[src/rtl/pipelined_decode_ctrl_if.sv]
// ID-stage instruction fields in, ID/EX control bundle and hazard status out.
// The master side is the IF/ID register; the slave side is the decode/control block.
interface pipelined_decode_ctrl_if #(
  parameter int ALU_OP_W = 3,
  parameter int REG_AW   = 5
);
  logic                id_valid;
  logic [5:0]          id_op;
  logic [5:0]          id_func;
  logic [REG_AW-1:0]   id_rs;
  logic [REG_AW-1:0]   id_rt;
  logic                flush;

  logic                stall;
  logic                ex_imm_sel;
  logic                ex_mem_write_en;
  logic                ex_mem_read_en;
  logic [1:0]          ex_reg_dest_sel;
  logic [1:0]          ex_reg_data_sel;
  logic                ex_reg_write_en;
  logic [ALU_OP_W-1:0] ex_alu_op;
  logic [REG_AW-1:0]   ex_rt;
  logic                mul_busy;
  logic                illegal_inst;

  modport master (
    output id_valid, id_op, id_func, id_rs, id_rt, flush,
    input  stall, ex_imm_sel, ex_mem_write_en, ex_mem_read_en, ex_reg_dest_sel,
           ex_reg_data_sel, ex_reg_write_en, ex_alu_op, ex_rt, mul_busy, illegal_inst
  );

  modport slave (
    input  id_valid, id_op, id_func, id_rs, id_rt, flush,
    output stall, ex_imm_sel, ex_mem_write_en, ex_mem_read_en, ex_reg_dest_sel,
           ex_reg_data_sel, ex_reg_write_en, ex_alu_op, ex_rt, mul_busy, illegal_inst
  );
endinterface

[src/rtl/pipelined_decode_ctrl.sv]
// MIPS ID-stage decode into the ID/EX control register, with load-use bubbles,
// flush, a multi-cycle MULT occupancy counter and illegal-instruction flagging.
module pipelined_decode_ctrl #(
  parameter int ALU_OP_W = 3,
  parameter int MUL_LAT  = 4,
  parameter int REG_AW   = 5
) (
  input  logic                  clk,
  input  logic                  rst_n,
  pipelined_decode_ctrl_if.slave bus
);

  localparam int CNT_W = $clog2(MUL_LAT + 1);

  localparam logic [5:0] OP_RTYPE = 6'd0;
  localparam logic [5:0] OP_J     = 6'd2;
  localparam logic [5:0] OP_JAL   = 6'd3;
  localparam logic [5:0] OP_BEQ   = 6'd4;
  localparam logic [5:0] OP_ADDI  = 6'd8;
  localparam logic [5:0] OP_SLTI  = 6'd10;
  localparam logic [5:0] OP_LW    = 6'd35;
  localparam logic [5:0] OP_SW    = 6'd43;

  localparam logic [5:0] FN_SLL   = 6'd0;
  localparam logic [5:0] FN_JR    = 6'd8;
  localparam logic [5:0] FN_MULT  = 6'd24;
  localparam logic [5:0] FN_ADD   = 6'd32;
  localparam logic [5:0] FN_SUB   = 6'd34;
  localparam logic [5:0] FN_AND   = 6'd36;
  localparam logic [5:0] FN_OR    = 6'd37;
  localparam logic [5:0] FN_SLT   = 6'd42;

  localparam logic [ALU_OP_W-1:0] ALU_NOP = ALU_OP_W'(0);
  localparam logic [ALU_OP_W-1:0] ALU_ADD = ALU_OP_W'(1);
  localparam logic [ALU_OP_W-1:0] ALU_SUB = ALU_OP_W'(2);
  localparam logic [ALU_OP_W-1:0] ALU_AND = ALU_OP_W'(3);
  localparam logic [ALU_OP_W-1:0] ALU_OR  = ALU_OP_W'(4);
  localparam logic [ALU_OP_W-1:0] ALU_SLT = ALU_OP_W'(5);
  localparam logic [ALU_OP_W-1:0] ALU_MUL = ALU_OP_W'(6);

  localparam logic [1:0] DEST_RT  = 2'd0;
  localparam logic [1:0] DEST_RD  = 2'd1;
  localparam logic [1:0] DEST_RA  = 2'd2;
  localparam logic [1:0] DATA_PC4 = 2'd0;
  localparam logic [1:0] DATA_ALU = 2'd1;
  localparam logic [1:0] DATA_MEM = 2'd2;

  typedef struct packed {
    logic                imm_sel;
    logic                mem_write_en;
    logic                mem_read_en;
    logic [1:0]          reg_dest_sel;
    logic [1:0]          reg_data_sel;
    logic                reg_write_en;
    logic [ALU_OP_W-1:0] alu_op;
  } ctrl_t;

  typedef enum logic {
    S_IDLE,
    S_MUL
  } state_t;

  function automatic ctrl_t r_type(input logic [ALU_OP_W-1:0] alu);
    ctrl_t c;
    c              = '0;
    c.reg_dest_sel = DEST_RD;
    c.reg_data_sel = DATA_ALU;
    c.reg_write_en = 1'b1;
    c.alu_op       = alu;
    return c;
  endfunction

  state_t            r_state;
  logic [CNT_W-1:0]  r_cnt;
  logic              r_mul_busy;
  ctrl_t             r_ctrl;
  logic [REG_AW-1:0] r_ex_rt;
  logic              r_illegal;

  ctrl_t w_dec;
  logic  w_illegal;
  logic  w_uses_rt;
  logic  w_lu_haz;
  logic  w_stall;
  logic  w_bubble;
  logic  w_load;
  logic  w_mul_start;

  always_comb begin
    // NOTE: every output of this block gets a default before the case, so no path leaves it unassigned and no latch is inferred.
    w_dec     = '0;
    w_illegal = 1'b0;
    case (bus.id_op)
      OP_RTYPE: begin
        case (bus.id_func)
          FN_ADD:        w_dec = r_type(ALU_ADD);
          FN_SUB:        w_dec = r_type(ALU_SUB);
          FN_AND:        w_dec = r_type(ALU_AND);
          FN_OR:         w_dec = r_type(ALU_OR);
          FN_SLT:        w_dec = r_type(ALU_SLT);
          FN_MULT:       w_dec = r_type(ALU_MUL);
          FN_SLL, FN_JR: w_dec = '0;
          default:       w_illegal = 1'b1;
        endcase
      end
      OP_ADDI, OP_SLTI: begin
        w_dec.imm_sel      = 1'b1;
        w_dec.reg_dest_sel = DEST_RT;
        w_dec.reg_data_sel = DATA_ALU;
        w_dec.reg_write_en = 1'b1;
        w_dec.alu_op       = (bus.id_op == OP_SLTI) ? ALU_SLT : ALU_ADD;
      end
      OP_LW: begin
        w_dec.imm_sel      = 1'b1;
        w_dec.mem_read_en  = 1'b1;
        w_dec.reg_data_sel = DATA_MEM;
        w_dec.reg_write_en = 1'b1;
        w_dec.alu_op       = ALU_ADD;
      end
      OP_SW: begin
        w_dec.imm_sel      = 1'b1;
        w_dec.mem_write_en = 1'b1;
        w_dec.alu_op       = ALU_ADD;
      end
      OP_JAL: begin
        w_dec.reg_dest_sel = DEST_RA;
        w_dec.reg_data_sel = DATA_PC4;
        w_dec.reg_write_en = 1'b1;
        w_dec.alu_op       = ALU_NOP;
      end
      OP_BEQ, OP_J: w_dec = '0;
      default:      w_illegal = 1'b1;
    endcase
  end

  assign w_uses_rt = (bus.id_op == OP_RTYPE) || (bus.id_op == OP_BEQ) || (bus.id_op == OP_SW);

  // A load in EX whose destination feeds the ID instruction needs one bubble;
  // $0 is never a real dependency.
  assign w_lu_haz = bus.id_valid && r_ctrl.mem_read_en && (r_ex_rt != '0) &&
                    ((r_ex_rt == bus.id_rs) || (w_uses_rt && (r_ex_rt == bus.id_rt)));

  assign w_stall     = r_mul_busy || w_lu_haz;
  assign w_bubble    = !r_mul_busy && (bus.flush || w_lu_haz || !bus.id_valid);
  assign w_load      = !r_mul_busy && !w_bubble;
  assign w_mul_start = w_load && (w_dec.alu_op == ALU_MUL) && (MUL_LAT > 1);

  always_ff @(posedge clk or negedge rst_n) begin
    if (!rst_n) begin
      r_state    <= S_IDLE;
      r_cnt      <= '0;
      r_mul_busy <= 1'b0;
    end else begin
      // NOTE: state registers use non-blocking assignment so every register samples pre-edge values.
      case (r_state)
        S_IDLE: begin
          if (w_mul_start) begin
            r_state    <= S_MUL;
            r_cnt      <= CNT_W'(MUL_LAT - 1);
            r_mul_busy <= 1'b1;
          end
        end
        S_MUL: begin
          if (r_cnt == CNT_W'(1)) begin
            r_state    <= S_IDLE;
            r_cnt      <= '0;
            r_mul_busy <= 1'b0;
          end else begin
            r_cnt <= r_cnt - CNT_W'(1);
          end
        end
        default: begin
          r_state    <= S_IDLE;
          r_cnt      <= '0;
          r_mul_busy <= 1'b0;
        end
      endcase
    end
  end

  always_ff @(posedge clk or negedge rst_n) begin
    if (!rst_n) begin
      r_ctrl    <= '0;
      r_ex_rt   <= '0;
      r_illegal <= 1'b0;
    end else begin
      // Flag only when the instruction leaves ID, so a stalled one pulses once.
      r_illegal <= bus.id_valid && !bus.flush && !w_stall && w_illegal;
      if (w_bubble) begin
        r_ctrl  <= '0;
        r_ex_rt <= '0;
      end else if (w_load) begin
        r_ctrl  <= w_dec;
        r_ex_rt <= bus.id_rt;
      end
    end
  end

  assign bus.stall           = w_stall;
  assign bus.ex_imm_sel      = r_ctrl.imm_sel;
  assign bus.ex_mem_write_en = r_ctrl.mem_write_en;
  assign bus.ex_mem_read_en  = r_ctrl.mem_read_en;
  assign bus.ex_reg_dest_sel = r_ctrl.reg_dest_sel;
  assign bus.ex_reg_data_sel = r_ctrl.reg_data_sel;
  assign bus.ex_reg_write_en = r_ctrl.reg_write_en;
  assign bus.ex_alu_op       = r_ctrl.alu_op;
  assign bus.ex_rt           = r_ex_rt;
  assign bus.mul_busy        = r_mul_busy;
  assign bus.illegal_inst    = r_illegal;

endmodule

[src/flat_wrapper.sv]
// flat-port wrapper written by rule: the top's interface ports become plain ports
module pipelined_decode_ctrl_flat 
#(
  parameter int ALU_OP_W = 3,
  parameter int MUL_LAT  = 4,
  parameter int REG_AW   = 5
)
  (clk, rst_n, bus_id_valid, bus_id_op, bus_id_func, bus_id_rs, bus_id_rt, bus_flush, bus_stall, bus_ex_imm_sel, bus_ex_mem_write_en, bus_ex_mem_read_en, bus_ex_reg_dest_sel, bus_ex_reg_data_sel, bus_ex_reg_write_en, bus_ex_alu_op, bus_ex_rt, bus_mul_busy, bus_illegal_inst);
  pipelined_decode_ctrl_if #(.ALU_OP_W(ALU_OP_W), .REG_AW(REG_AW)) bus_i ();
  input  logic clk;
  input  logic rst_n;
  input wire logic [$bits(bus_i.id_valid)-1:0] bus_id_valid;
  input wire logic [$bits(bus_i.id_op)-1:0] bus_id_op;
  input wire logic [$bits(bus_i.id_func)-1:0] bus_id_func;
  input wire logic [$bits(bus_i.id_rs)-1:0] bus_id_rs;
  input wire logic [$bits(bus_i.id_rt)-1:0] bus_id_rt;
  input wire logic [$bits(bus_i.flush)-1:0] bus_flush;
  output wire logic [$bits(bus_i.stall)-1:0] bus_stall;
  output wire logic [$bits(bus_i.ex_imm_sel)-1:0] bus_ex_imm_sel;
  output wire logic [$bits(bus_i.ex_mem_write_en)-1:0] bus_ex_mem_write_en;
  output wire logic [$bits(bus_i.ex_mem_read_en)-1:0] bus_ex_mem_read_en;
  output wire logic [$bits(bus_i.ex_reg_dest_sel)-1:0] bus_ex_reg_dest_sel;
  output wire logic [$bits(bus_i.ex_reg_data_sel)-1:0] bus_ex_reg_data_sel;
  output wire logic [$bits(bus_i.ex_reg_write_en)-1:0] bus_ex_reg_write_en;
  output wire logic [$bits(bus_i.ex_alu_op)-1:0] bus_ex_alu_op;
  output wire logic [$bits(bus_i.ex_rt)-1:0] bus_ex_rt;
  output wire logic [$bits(bus_i.mul_busy)-1:0] bus_mul_busy;
  output wire logic [$bits(bus_i.illegal_inst)-1:0] bus_illegal_inst;
  assign bus_i.id_valid = bus_id_valid;
  assign bus_i.id_op = bus_id_op;
  assign bus_i.id_func = bus_id_func;
  assign bus_i.id_rs = bus_id_rs;
  assign bus_i.id_rt = bus_id_rt;
  assign bus_i.flush = bus_flush;
  assign bus_stall = bus_i.stall;
  assign bus_ex_imm_sel = bus_i.ex_imm_sel;
  assign bus_ex_mem_write_en = bus_i.ex_mem_write_en;
  assign bus_ex_mem_read_en = bus_i.ex_mem_read_en;
  assign bus_ex_reg_dest_sel = bus_i.ex_reg_dest_sel;
  assign bus_ex_reg_data_sel = bus_i.ex_reg_data_sel;
  assign bus_ex_reg_write_en = bus_i.ex_reg_write_en;
  assign bus_ex_alu_op = bus_i.ex_alu_op;
  assign bus_ex_rt = bus_i.ex_rt;
  assign bus_mul_busy = bus_i.mul_busy;
  assign bus_illegal_inst = bus_i.illegal_inst;
  pipelined_decode_ctrl #(.ALU_OP_W(ALU_OP_W), .MUL_LAT(MUL_LAT), .REG_AW(REG_AW)) u_core (.clk(clk), .rst_n(rst_n), .bus(bus_i));
endmodule
[config.mk]
export PLATFORM = sky130hd
export DESIGN_NAME = pipelined_decode_ctrl_flat
export DESIGN_NICKNAME = d
export VERILOG_FILES = /design/src/rtl/pipelined_decode_ctrl_if.sv /design/src/rtl/pipelined_decode_ctrl.sv /design/src/flat_wrapper.sv
export SDC_FILE = /design/constraint.sdc
export NUM_CORES = 1
export LEC_CHECK = 0
export CORE_ASPECT_RATIO = 0.6
export CORE_UTILIZATION = 30
export CTS_BUF_LIST = sky130_fd_sc_hd__clkbuf_8
export DETAILED_ROUTE_END_ITERATION = 6
export MAX_ROUTING_LAYER = met4
export PLACE_DENSITY = 0.59
export SLEW_MARGIN = 10
export SYNTH_ARGS = -nofsm -noshare
export SYNTH_HDL_FRONTEND = slang
export SYNTH_SLANG_ARGS = --single-unit
[constraint.sdc]
create_clock -name clk -period 4.69 [get_ports clk]
set_input_delay 0.469 -clock clk [delete_from_list [all_inputs] [get_ports clk]]
set_output_delay 0.469 -clock clk [all_outputs]
set_load 0.005 [all_outputs]
Yosys cells after proc, flatten, opt, wreduce, memory -nomap -nowiden:

Cells that the tools add are included.

* div/mod/pow operators: 0
* add/subtract/negate cells: 1
* multipliers: 0
* shift-type cells: 0
* multiplexer cells: 23
* equality and inequality tests: 20
* reductions and logical operators: 31
* order comparisons: 0
* bitwise gates (word level): 1

Operator list (count)
* 6-bit equality test, second input constant: 7
* 7-bit case mux with 6 select lines: 1
* 11-bit two-way mux: 2
* 6-bit by 4-bit equality test with 1-bit output, second input constant: 3
* 6-bit by 2-bit equality test with 1-bit output, second input constant: 2
* 6-bit zero test: 2
* 1-bit case mux with 2 select lines: 6
* 3-bit case mux with 4 select lines: 1
* 5-bit equality test: 2
* 1-bit logical AND: 10
* 5-bit two-way mux: 2
* 3-bit two-way mux: 3
* 3-bit case mux with 3 select lines: 1
* 8-bit OR reduction: 1
* 7-bit OR reduction: 1
* 6-bit by 3-bit equality test with 1-bit output, second input constant: 1
* 6-bit by 5-bit equality test with 1-bit output, second input constant: 1
* 1-bit logical OR: 6
* 3-bit case mux with 2 select lines: 1
* 1-bit zero test: 5
* 1-bit two-way mux: 5
* 5-bit nonzero test: 1
* 2-bit case mux with 2 select lines: 1
* 2-bit OR reduction: 2
* other kinds (9): 9

* logic and storage cells: 88
* latch bits: 0
* RAM bits: 0
* output and inout port bits: 19
* memory bits (read-only): 0
* bits of input ports: 26
* memories kept: 0
* flip-flop bits (word level): 22

Depth between registers and ports, before layout:

* depth after elaboration: 14
* depth in mapped cells: 7
* depth with buffers taken out: 6

Worst setup path after synthesis:

OpenSTA, ideal clock, no wires.

* kind: input to register
* from: input port bus_id_op[1]
* to: register u_core.r_cnt[0]
* path slack: 2609 ps
* buffers on the path: 1
* arrival time: 2001 ps
* required time: 4610 ps
* library setup time: 80 ps
* cell stages on the path: 6
* cell sequence: buf_4 -> or4_4 -> or4_4 -> a211oi_4 -> nand4_2 -> o211ai_2

* word-level cells in the longest chain between the ends: 13
* elaborated cells on any way between the ends: 23
* those cells by class: eq/ne: 7; mux: 2; reduce/logical: 14

Ends and longest elaborated chain
* start, declared: line flat_wrapper.sv:13 `input wire logic [$bits(bus_i.id_op)-1:0] bus_id_op;`
* 6-bit by 3-bit equality test with 1-bit output or 6-bit zero test (tied branches): line pipelined_decode_ctrl.sv:136, pipelined_decode_ctrl.sv:93
* 1-bit logical OR (2 in series): line pipelined_decode_ctrl.sv:136 `assign w_uses_rt = (bus.id_op == OP_RTYPE) || (bus.id_op == OP_BEQ) || (bus.id_op == OP_SW);`
* 1-bit logical AND: line pipelined_decode_ctrl.sv:141 `((r_ex_rt == bus.id_rs) || (w_uses_rt && (r_ex_rt == bus.id_rt)));`
* 1-bit logical OR: line pipelined_decode_ctrl.sv:141
* 1-bit logical AND: line pipelined_decode_ctrl.sv:140 `assign w_lu_haz = bus.id_valid && r_ctrl.mem_read_en && (r_ex_rt != '0) &&`
* 1-bit logical OR (2 in series): line pipelined_decode_ctrl.sv:144 `assign w_bubble = !r_mul_busy && (bus.flush || w_lu_haz || !bus.id_valid);`
* 1-bit logical AND: line pipelined_decode_ctrl.sv:144
* 1-bit zero test: line pipelined_decode_ctrl.sv:145 `assign w_load = !r_mul_busy && !w_bubble;`
* 1-bit logical AND: line pipelined_decode_ctrl.sv:145
* 1-bit logical AND (*): line pipelined_decode_ctrl.sv:146 `assign w_mul_start = w_load && (w_dec.alu_op == ALU_MUL) && (MUL_LAT > 1);`
* 2-bit by 1-bit != test with 1-bit output (no line) (*)
* end signal, assigned: line pipelined_decode_ctrl.sv:159 `r_cnt <= CNT_W'(MUL_LAT - 1);`
* end signal, assigned: line pipelined_decode_ctrl.sv:169 `r_cnt <= r_cnt - CNT_W'(1);`
* end, declared: line pipelined_decode_ctrl.sv:74 `logic [CNT_W-1:0] r_cnt;`

Mark *: on every way between the ends. The rest lies on a longest branch, timed or not.
A chain may end at the register's enable or synchronous reset.

Worst setup path after layout:

* from: input port bus_id_op[0]
* to: output port bus_stall

* word-level cells in the longest chain between the ends: 7
* elaborated cells on any way between the ends: 9
* those cells by class: eq/ne: 2; reduce/logical: 7

Ends and longest elaborated chain
* 6-bit by 3-bit equality test with 1-bit output or 6-bit zero test (tied branches): line pipelined_decode_ctrl.sv:136
* 1-bit logical OR: line pipelined_decode_ctrl.sv:136
* 1-bit logical OR (*): line pipelined_decode_ctrl.sv:136
* 1-bit logical AND (*): line pipelined_decode_ctrl.sv:141
* 1-bit logical OR (*): line pipelined_decode_ctrl.sv:141
* 1-bit logical AND (*): line pipelined_decode_ctrl.sv:140
* 1-bit logical OR (*): line pipelined_decode_ctrl.sv:143 `assign w_stall = r_mul_busy || w_lu_haz;`
* end, declared: line flat_wrapper.sv:18 `output wire logic [$bits(bus_i.stall)-1:0] bus_stall;`

Marked as above.

==> flow_summary.ini <==
[outcome]
status = finished, final reports clean

[critical_path]
slowest_delay_ns = 0.63
r2r_cells = 4
critPathKind = primary input to primary output
crit_cells = 6
path_common_cell = clkdlybuf4s50_1
cp-end-kind = primary output
path_buf_inv = 2
crit_path_start_kind = primary input
cp_slowest_cell = or4_4
cp.required_ns = 4.22
reg2reg_slack_ns = 2.55
cp.arrival_ns = 2.65
critical_path.cell_chain = clkdlybuf4s50_1 > or4_4 > o21ai_0 > nand4_2 > nand3b_1 > clkdlybuf4s50_1
worstPathMaxFanout = 10
r2r_end = u_core.bus.ex_reg_data_sel[0]$_DFFE_PN0P_
r2r_start = u_core.bus.mul_busy$_DFFE_PN0P_
cp_top_family = buffers and inverters

[clock_network]
post_cts_buffers = 0
htree_levels = 1
clk_latency_ns = 0.26
cts-root-buf = clkbuf_8
clock_path_buffers = 2
cts.sinks = 21
clk_pin_slew_ns = 0.08
tritoncts = built
cts_buffers = 3
cts-resized-gates = 0
hold_buffers = 0

[sta]
final_max_slew_viol_count = 0
fmax_ghz = 0.3207
fin_crit_ns = 3.118
setup_viol = 0
grt_setup_unrepaired = no
tightest_slew_ns = 0.9487
clock_skew_ns = 0.001147
finalCritPeriodShare = 0.6648
maxSlewHeadroom = 0.3656
hold_violations = 0
setup_tns_ns = 0

[synthesis]
synth-edff-count = 0
netlist_area_um2 = 1378
yosysWarnings = 0
ys.flop_type = dfrtp_1
synth.distinct_cells = 50
ys_seq_elements = 21
ys_async_sr_fraction = 1.000
syn_inst = 144
syn-num-nets = 172
synth.avg_cell_area_um2 = 9.566
ys_seq_area_frac = 0.3815

[run]
maxCapViolCount = 0

[hold_path]
hold_path.class = flop to flop
holdPathStages = 2
hp-start = u_core.bus.ex_reg_data_sel[0]$_DFFE_PN0P_
hold_end = u_core.bus.ex_reg_data_sel[0]$_DFFE_PN0P_

[global_route]
antenna_found_initial = 0
grt_pass1_vias = 1127
grt-ovfl-total = 0
grt_pass1_wl_um = 5602
grt_use_total = 0.1664
grt_max_degree = 22

[cells_and_area]
area_growth_pct = 36.42
nFillCells = 409
drive_gt1_frac = 0.07650
nNetsFinal = 212
final_cells = 243
diodes = 0
final_core_util = 0.4415

[routing]
vias_per_cell = 5.296
drtIter0Drc = 82
drc_errors = 0
dr.pass1.iters = 4
ant_nets = 0
wl_per_cell_um = 15.48
drt-total-wl_um = 3762
vias = 1287

[power]
power_density_nw_per_um2 = 206.7
leakagePower_nw = 0.7803
ir_drop_mv = 0.09948
total_power_w = 0.0003884

[floorplanning]
die_width_um = 89.48
die-area_um2 = 4876
num_rows = 18
start_util = 0.3236
io_pins = 45
core_area_um2 = 4257
die_h_um = 54.49

[place]
dp_hpwl_um = 2939
gp_congestion = 0.7629
port_buffers = 44
dp.cells = 239
-- per-layer routing --
| layer | vias up | global-route usage | routed length, um |
|---|---|---|---|
| met5 | - | - | 0 |
| li1 | 613 | - | - |
| met3 | 3 | 0.05581 | 381 |
| met2 | 53 | 0.2214 | 1436 |
| met1 | 618 | 0.2408 | 1930 |
| met4 | 0 | 0.03175 | 14 |
-- cells in the mapped netlist (2+ instances only) --
| library cell | number | area (um2) |
|---|---|---|
| a2111oi_0 | 2 | 17.52 |
| a21oi_1 | 2 | 10.01 |
| a22o_1 | 5 | 43.79 |
| a22oi_1 | 2 | 15.01 |
| a31oi_1 | 2 | 12.51 |
| a32o_1 | 3 | 30.03 |
| buf_4 | 2 | 15.01 |
| buf_6 | 2 | 22.52 |
| clkbuf_1 | 3 | 11.26 |
| dfrtp_1 | 21 | 525.5 |
| ha_1 | 2 | 25.02 |
| inv_1 | 5 | 18.77 |
| nand2_1 | 16 | 60.06 |
| nand3_1 | 4 | 20.02 |
| nand3b_1 | 2 | 15.01 |
| nand4_2 | 2 | 25.02 |
| nor2_1 | 9 | 33.78 |
| nor3_1 | 4 | 20.02 |
| nor3b_1 | 3 | 22.52 |
| nor4bb_1 | 2 | 20.02 |
| o21ai_0 | 9 | 45.04 |
| o31ai_1 | 2 | 15.01 |
| o41ai_1 | 2 | 17.52 |
| or4_4 | 2 | 22.52 |
| xor2_1 | 11 | 96.34 |
-- worst min-delay path, cell delays in order (launching register included) --
cell     delay, ns
dfrtp_1       0.36
nand2_1       0.05
o41ai_1       0.05
-- kinds of logic after synthesis --
| group | count (synthesis) | share of synthesized area |
|---|---|---|
| muxes | 1 | 0.007266 |
| xor gates and xnor gates | 11 | 0.06993 |
| adders and majority gates | 2 | 0.01816 |
| AOI/OAI and AO/OA | 39 | 0.2298 |
| and+or+nand+nor | 56 | 0.2371 |
| buffers and inverters | 14 | 0.05630 |
| DFF | 21 | 0.3815 |
-- placed cells by master, fill, tap and decap left out, types with 3 or more instances in the layout --
cell,count
a32o_1,3
clkdlybuf4s50_1,44
nor2_1,9
dfrtp_1,21
clkbuf_8,3
nand3_1,4
nor3_1,4
nor3b_1,3
o21ai_0,9
xor2_1,11
nand2_1,16
a22o_1,5
inv_1,6
-- metrics by stage --
| step | hold slack [ns] | worst slack, ns | instance area, um2 |
|---|---|---|---|
| floorplan | 0.1734 | 2.609 | 1378 |
| global placement | 0.4658 | 1.635 | 1834 |
| detailed placement | 0.4646 | 1.562 | 1834 |
| CTS | 0.4991 | 1.566 | 1879 |
| global route | 0.5302 | 1.458 | 1879 |
| finish | 0.4967 | 1.572 | 1879 |
-- final cells by class --
cell class | instances | area, um2 | area share
well taps | 60 | 75.07 | 0.03995
inverters | 5 | 18.77 | 0.009987
multi-input cells | 109 | 774.5 | 0.4121
clock buffers | 3 | 41.29 | 0.02197
repair buffers | 44 | 440.4 | 0.2344
clock inverters | 1 | 3.754 | 0.001997
flip-flops and latches | 21 | 525.5 | 0.2796
-- power by group --
group	total, W	switching, W	internal [W]
Combinational	0.0000789	0.0000387	0.0000402
Clock	0.000119	0.0000604	0.0000585
Sequential	0.000191	0.00000501	0.000186
Total	0.000388	0.000104	0.000284
-- worst max-delay path by stage --
stage,slack [ns],to,start
5_1_grt,1.46,bus_stall,bus_id_op[0]
2_1_floorplan,2.61,u_core.r_cnt[0]$_DFFE_PN0P_,bus_id_op[1]
3_3_place_gp,1.64,bus_stall,bus_id_op[0]
4_1_cts,1.57,bus_stall,bus_id_op[0]
6_report,1.57,bus_stall,bus_id_op[0]
3_5_place_dp,1.56,bus_stall,bus_id_op[0]
-- flip-flops by register name (all words and copies together) (netlist names) --
register                    flops
u_core.bus.ex_reg_write_en      1
u_core.bus.ex_reg_data_sel      2
u_core.bus.ex_reg_dest_sel      2
u_core.bus.ex_alu_op            3
u_core.bus.ex_imm_sel           1
u_core.r_state                  1
u_core.bus.illegal_inst         1
u_core.r_cnt                    3
u_core.bus.mul_busy             1
u_core.bus.ex_rt                5
u_core.bus.ex_mem_write_en      1
Power figures use the tool's default switching activity.
